**src/rtl/muldiv_unit.sv**
```systemverilog
// Iterative RV32M-style multiply/divide unit: one shift-add or restoring
// shift-subtract step per clock on operand magnitudes, sign fixed up at the end.
module muldiv_unit #(
  parameter int WIDTH = 32
) (
  input  logic             clk,
  input  logic             reset,
  input  logic             start,
  input  logic             kill,
  input  logic [2:0]       funct3,
  input  logic [WIDTH-1:0] a,
  input  logic [WIDTH-1:0] b,
  output logic             ready,
  output logic             busy,
  output logic             valid,
  output logic [WIDTH-1:0] result
);

  localparam int CW = $clog2(WIDTH + 1);
  localparam logic [CW-1:0] LAST_ITER = CW'(WIDTH - 1);

  localparam logic [1:0] S_IDLE = 2'd0;
  localparam logic [1:0] S_CALC = 2'd1;
  localparam logic [1:0] S_DONE = 2'd2;

  localparam logic [WIDTH-1:0] MOST_NEG = {1'b1, {(WIDTH-1){1'b0}}};

  function automatic logic [WIDTH-1:0] cond_neg(input logic [WIDTH-1:0] v, input logic n);
    return n ? (~v + WIDTH'(1)) : v;
  endfunction

  function automatic logic [2*WIDTH-1:0] cond_neg2(input logic [2*WIDTH-1:0] v, input logic n);
    return n ? (~v + (2*WIDTH)'(1)) : v;
  endfunction

  logic [1:0]       state_q, state_d;
  logic [CW-1:0]    cnt_q, cnt_d;
  logic [WIDTH-1:0] result_q, result_d;
  logic             valid_q, valid_d;

  logic [2:0]       op_q;
  logic             neg_q, rneg_q;
  logic [WIDTH-1:0] opnd_q, hi_q, lo_q;

  logic             a_sgn, b_sgn, a_neg, b_neg, is_div, div_zero, div_ovf, accept;
  logic [WIDTH-1:0] a_mag, b_mag, special_res;

  // Operand decode: which operands are signed, and their magnitudes.
  always_comb begin
    a_sgn  = (funct3 == 3'b001) || (funct3 == 3'b010) ||
             (funct3 == 3'b100) || (funct3 == 3'b110);
    b_sgn  = (funct3 == 3'b001) || (funct3 == 3'b100) || (funct3 == 3'b110);
    a_neg  = a_sgn & a[WIDTH-1];
    b_neg  = b_sgn & b[WIDTH-1];
    a_mag  = cond_neg(a, a_neg);
    b_mag  = cond_neg(b, b_neg);
    is_div = funct3[2];
    div_zero = is_div && (b == '0);
    div_ovf  = is_div && !funct3[0] && (a == MOST_NEG) && (b == '1);
    accept   = (state_q == S_IDLE) && start && !kill;
    if (div_zero)
      special_res = funct3[1] ? a : '1;
    else
      special_res = funct3[1] ? '0 : a;
  end

  logic [WIDTH:0]     shifted, diff, mul_sum;
  logic [WIDTH-1:0]   step_hi, step_lo;
  logic [2*WIDTH-1:0] prod_fix;
  logic [WIDTH-1:0]   quo_fix, rem_fix, final_res;

  // One iteration: hi_q holds the partial product / running remainder,
  // lo_q the multiplier being consumed / quotient being built.
  always_comb begin
    shifted = {hi_q, lo_q[WIDTH-1]};
    diff    = shifted - {1'b0, opnd_q};
    mul_sum = {1'b0, hi_q} + (lo_q[0] ? {1'b0, opnd_q} : {(WIDTH+1){1'b0}});
    if (op_q[2]) begin
      if (!diff[WIDTH]) begin
        step_hi = diff[WIDTH-1:0];
        step_lo = {lo_q[WIDTH-2:0], 1'b1};
      end else begin
        step_hi = shifted[WIDTH-1:0];
        step_lo = {lo_q[WIDTH-2:0], 1'b0};
      end
    end else begin
      {step_hi, step_lo} = {mul_sum, lo_q[WIDTH-1:1]};
    end
  end

  always_comb begin
    prod_fix = cond_neg2({hi_q, lo_q}, neg_q);
    quo_fix  = cond_neg(lo_q, neg_q);
    rem_fix  = cond_neg(hi_q, rneg_q);
    if (op_q[2])
      final_res = op_q[1] ? rem_fix : quo_fix;
    else if (op_q[1:0] == 2'b00)
      final_res = prod_fix[WIDTH-1:0];
    else
      final_res = prod_fix[2*WIDTH-1:WIDTH];
  end

  always_comb begin
    state_d  = state_q;
    cnt_d    = cnt_q;
    result_d = result_q;
    valid_d  = 1'b0;
    case (state_q)
      S_IDLE: begin
        if (accept) begin
          if (div_zero || div_ovf) begin
            result_d = special_res;
            valid_d  = 1'b1;
          end else begin
            state_d = S_CALC;
            cnt_d   = '0;
          end
        end
      end
      S_CALC: begin
        if (kill) begin
          state_d = S_IDLE;
        end else begin
          cnt_d = cnt_q + CW'(1);
          if (cnt_q == LAST_ITER) state_d = S_DONE;
        end
      end
      S_DONE: begin
        state_d = S_IDLE;
        if (!kill) begin
          result_d = final_res;
          valid_d  = 1'b1;
        end
      end
      default: state_d = S_IDLE;
    endcase
  end

  always_ff @(posedge clk or negedge reset) begin
    if (!reset) begin
      state_q  <= S_IDLE;
      cnt_q    <= '0;
      result_q <= '0;
      valid_q  <= 1'b0;
    end else begin
      state_q  <= state_d;
      cnt_q    <= cnt_d;
      result_q <= result_d;
      valid_q  <= valid_d;
    end
  end

  // Datapath registers carry no reset; they are always loaded on acceptance.
  always_ff @(posedge clk) begin
    if (accept) begin
      op_q   <= funct3;
      neg_q  <= a_neg ^ b_neg;
      rneg_q <= a_neg;
      hi_q   <= '0;
      opnd_q <= is_div ? b_mag : a_mag;
      lo_q   <= is_div ? a_mag : b_mag;
    end else if (state_q == S_CALC) begin
      hi_q <= step_hi;
      lo_q <= step_lo;
    end
  end

  assign ready  = (state_q == S_IDLE);
  assign busy   = (state_q != S_IDLE);
  assign valid  = valid_q;
  assign result = result_q;

endmodule

```
**config.mk**
```make
export PLATFORM = sky130hd
export DESIGN_NAME = muldiv_unit
export DESIGN_NICKNAME = d
export VERILOG_FILES = /design/src/rtl/muldiv_unit.sv
export SDC_FILE = /design/constraint.sdc
export NUM_CORES = 1
export LEC_CHECK = 0
export ABC_CLOCK_PERIOD_IN_PS = 5430
export BUFFER_PORTS_ARGS = -buffer_cell sky130_fd_sc_hd__buf_2
export CAP_MARGIN = 20
export CORE_MARGIN = 1.5
export CORE_UTILIZATION = 26
export CTS_BUF_LIST = sky130_fd_sc_hd__clkbuf_8
export CTS_CLUSTER_SIZE = 28
export DETAILED_ROUTE_END_ITERATION = 8
export GPL_ROUTABILITY_DRIVEN = 1
export PLACE_DENSITY = 0.52
export REMOVE_ABC_BUFFERS = 1
export SLEW_MARGIN = 20
export SYNTH_ARGS = -nofsm -noshare
export SYNTH_HDL_FRONTEND = slang
export SYNTH_SLANG_ARGS = --single-unit
export TNS_END_PERCENT = 5
```
**constraint.sdc**
```tcl
create_clock -name clk -period 5.43 [get_ports clk]
set_clock_uncertainty 0.1 [all_clocks]
set_input_delay 0.8145 -clock clk [delete_from_list [all_inputs] [get_ports clk]]
set_output_delay 0.8145 -clock clk [all_outputs]
set_load 0.005 [all_outputs]
```
==> impl_metrics.toml <==
[place]
dpl.hpwl_mm = 45.36
place_congestion = 0.9364
io_buffer_count = 105

[worst_setup_path]
critPathMaxFanout = 29
r2r_setup_slack_ns = 1.09
cpPeakStageDelay_ns = 0.59
worst-setup-path-type = "flop to flop"
rr_endpoint = "hi_q[6]"
rr_worst_depth = 12
timing.rr.start = "hi_q[0]"
crit_required_ns = 5.74
critPathArrivalTime_ns = 4.65
worstSetupEndpoint = "hi_q[6]"
crit_path_cell_trace = "inv_1 > fa_1 > nand2b_1 > a211oi_1 > o211ai_1 > and3_1 > o311ai_4 > buf_4 > nor2_1 > a21oi_1 > o22ai_1 > a31o_2"
end_kind = "flop"
crit_start = "hi_q[0]"
slowest_stage = "dfxtp_1"
start_kind = "flop"

[finish]
final_cell_mix = "nor2_1, nand2_1, a21oi_1, o21ai_0, xor2_1"
multi_input_area_sq_mm = 0.01057
n_fill_cell = 6327
syn_to_final_growth_pct = 10.21
layout.nets = 2123
drive_above_1_share_pct = 11.04
regArea_sq_mm = 0.003739
final_common_cell = "nor2_1"
diodes = 0

[cts]
post-cts-setup-buffers = 0
clkLatencyLatePin_ns = 0.51
clkTransAtPathRegs_ns = 0.10
cts-root-buf = "clkbuf_8"
cts-hold-fix-buffers = 0
cts_sinks = 142
ctsResizeCount = 0
cts_tree = "done"
htreeDepth = 4
clk_path_buf_depth = 2
cts_buffers = 17

[synthesis]
netlist_top_cells_area = "edfxtp_1, dfrtp_1, xor2_1"
synth_top_family_by_area = "compound AO/OA/AOI/OAI gates"
synthAdderAreaFrac_pct = 7.628
synth_cell_type_count = 85
synth_xor_xnor_area_share_pct = 11.33
ys_ff_latch = 142
yosys.area.top_type = "edfxtp_1"
syn-cell-area_sq_mm = 0.01516
netlist.area_leader.share_pct = 13.67
ys_warn_count = 0
synth_ff_type = "edfxtp_1"
yosys.area_share.simple_pct = 20.27
synth.area.mux_share_pct = 6.018
postSynth.asyncResetShare_pct = 28.87
syn_inst = 1960
ys_seq_area_share_pct = 24.67
synth_area_per_cell_sq_um = 7.733
synth_edf_count = 69
synth_compound_area_share_pct = 24.31

[route]
ant_nets = 0
drt_first_pass_iters = 6
num_vias = 15180
wl_per_cell_microns = 21.12
wirelength_mm = 58.24
drc = 0
drt_iter0_markers = 1255
viasPerCell = 5.504

[status]
status = "completed"

[sta]
finalSetupViolations = 0
slew_violations = 0
max_freq_mhz = 230.2
rsz0062_at_grt = "false"
whs_ns = 0.1606
relSlewSlack_pct = 26.73
period_share_pct = 80.02
final.min_clock_period_ns = 4.345
finalHoldViolations = 0
tightest_slew_ns = 1.089

[job]
cap_violations = 0

[worst_hold_path]
hold_class = "input port to asynchronous set/reset pin"

[pwr]
power_density_mw_per_mm2 = 374.4
peakVddDrop_mv = 0.1284
power.leakage_nw = 6.620
p_total_mw = 6.254

[floorplan]
rows = 88
die_h_microns = 244.4
io_pins = 106
initial_core_util_pct = 26.27
die-area_sq_mm = 0.05975
die_width_microns = 244.4
coreArea_sq_mm = 0.05770

[global_route]
antenna_found_initial = 1
first_global_vias = 14750
grt_pass1_wl_mm = 89.58
track_usage_pct = 19.34
grt_max_degree = 67
met1_usage_pct = 25.36
grt_busiest_layer = "met2"
grt_overflow = 0
use_met2_pct = 31.58
gr-usage-met3_pct = 2.107
==> stage by stage <==
step | area [sq um] | std cells | worst slack (ns) | utilization (%) | TNS, ns
after floorplan | 14510 | 1820 | -1.071 | - | -23.73
after global placement | 16270 | 2725 | 1.089 | 28.21 | 0
after detailed placement | 16290 | 2726 | 1.020 | 28.24 | 0
after CTS | 16700 | 2758 | 1.114 | 28.95 | 0
after global routing | 16700 | 2758 | 0.7982 | 28.95 | 0
final | 16700 | 2758 | 1.085 | 28.95 | 0
==> area by class of cell <==
| class | instances | share of cell area (%) |
|---|---|---|
| repair buffers | 141 | 4.839 |
| clock inverters | 15 | 1.049 |
| flip-flops and latches | 142 | 22.38 |
| clock buffers | 17 | 1.401 |
| inverters | 60 | 1.348 |
| well taps | 765 | 5.730 |
| multi-input cells | 1618 | 63.25 |
==> worst max-delay path, delay by kind of cell (launching register included) <==
kind,cells,cell delay (ns)
AO/OA/AOI/OAI,6,1.80
adder cells (fa/ha/maj),1,0.46
buffers and inverters,2,0.60
flip-flops,1,0.59
AND/OR/NAND/NOR,3,0.67
==> cells by family (layout without fill, tap and decap cells) <==
logic type,Yosys count,in the layout
adder cells (fa/ha/maj),96,96
AND/OR/NAND/NOR,643,643
flip-flops,142,142
AO/OA/AOI/OAI,593,593
multiplexers,90,90
XOR/XNOR,196,196
buffers and inverters,200,233
==> per-layer routing <==
metal | vias to the layer above | wire [microns]
met2 | 564 | 26850
met5 | - | 13
li1 | 7217 | -
met3 | 110 | 2886
met1 | 7286 | 25880
met4 | 2 | 2620
==> cell usage after synthesis, types with 12 or more instances <==
| cell | count |
|---|---|
| nor2_1 | 202 |
| nand2_1 | 181 |
| a21oi_1 | 170 |
| o21ai_0 | 164 |
| xor2_1 | 111 |
| clkbuf_1 | 110 |
| xnor2_1 | 85 |
| mux2i_1 | 81 |
| ha_1 | 70 |
| edfxtp_1 | 69 |
| inv_1 | 57 |
| nor3_1 | 42 |
| dfrtp_1 | 41 |
| nand3_1 | 37 |
| o31ai_1 | 36 |
| dfxtp_1 | 32 |
| nand4_1 | 29 |
| a21o_1 | 28 |
| maj3_1 | 24 |
| or3_1 | 23 |
| o211ai_1 | 22 |
| a211oi_1 | 20 |
| a221oi_1 | 18 |
| or4_1 | 18 |
| nor4_1 | 17 |
| nand2b_1 | 16 |
| a31oi_1 | 15 |
| o21a_1 | 12 |
| or2_2 | 12 |
==> worst min-delay path by stage <==
stage | start | end | slack, ns | cells after the start
finish | reset | cnt_q[2] | 0.16 | 1
floorplan | result[22] | result[22] | 0.37 | 2
CTS | reset | cnt_q[2] | 0.13 | 1
detailed placement | result[21] | result[21] | 0.37 | 2
global placement | result[23] | result[23] | 0.37 | 2
global route | reset | cnt_q[2] | 0.16 | 1
==> state kept, by name, indices dropped and copies added (netlist names), 2 cells and up <==
register / cells
result: 32
state_q: 2
hi_q: 32
op_q: 3
opnd_q: 32
lo_q: 32
cnt_q: 6
==> report_power, final <==
part | total (mW) | internal (mW) | switching (mW) | leakage, nW
registers | 1.78 | 1.33 | 0.455 | 1.49
logic | 3.54 | 1.38 | 2.16 | 4.92
clock network | 0.929 | 0.452 | 0.477 | 0.208
total | 6.25 | 3.16 | 3.09 | 6.62
Power figures use the tool's default switching activity.
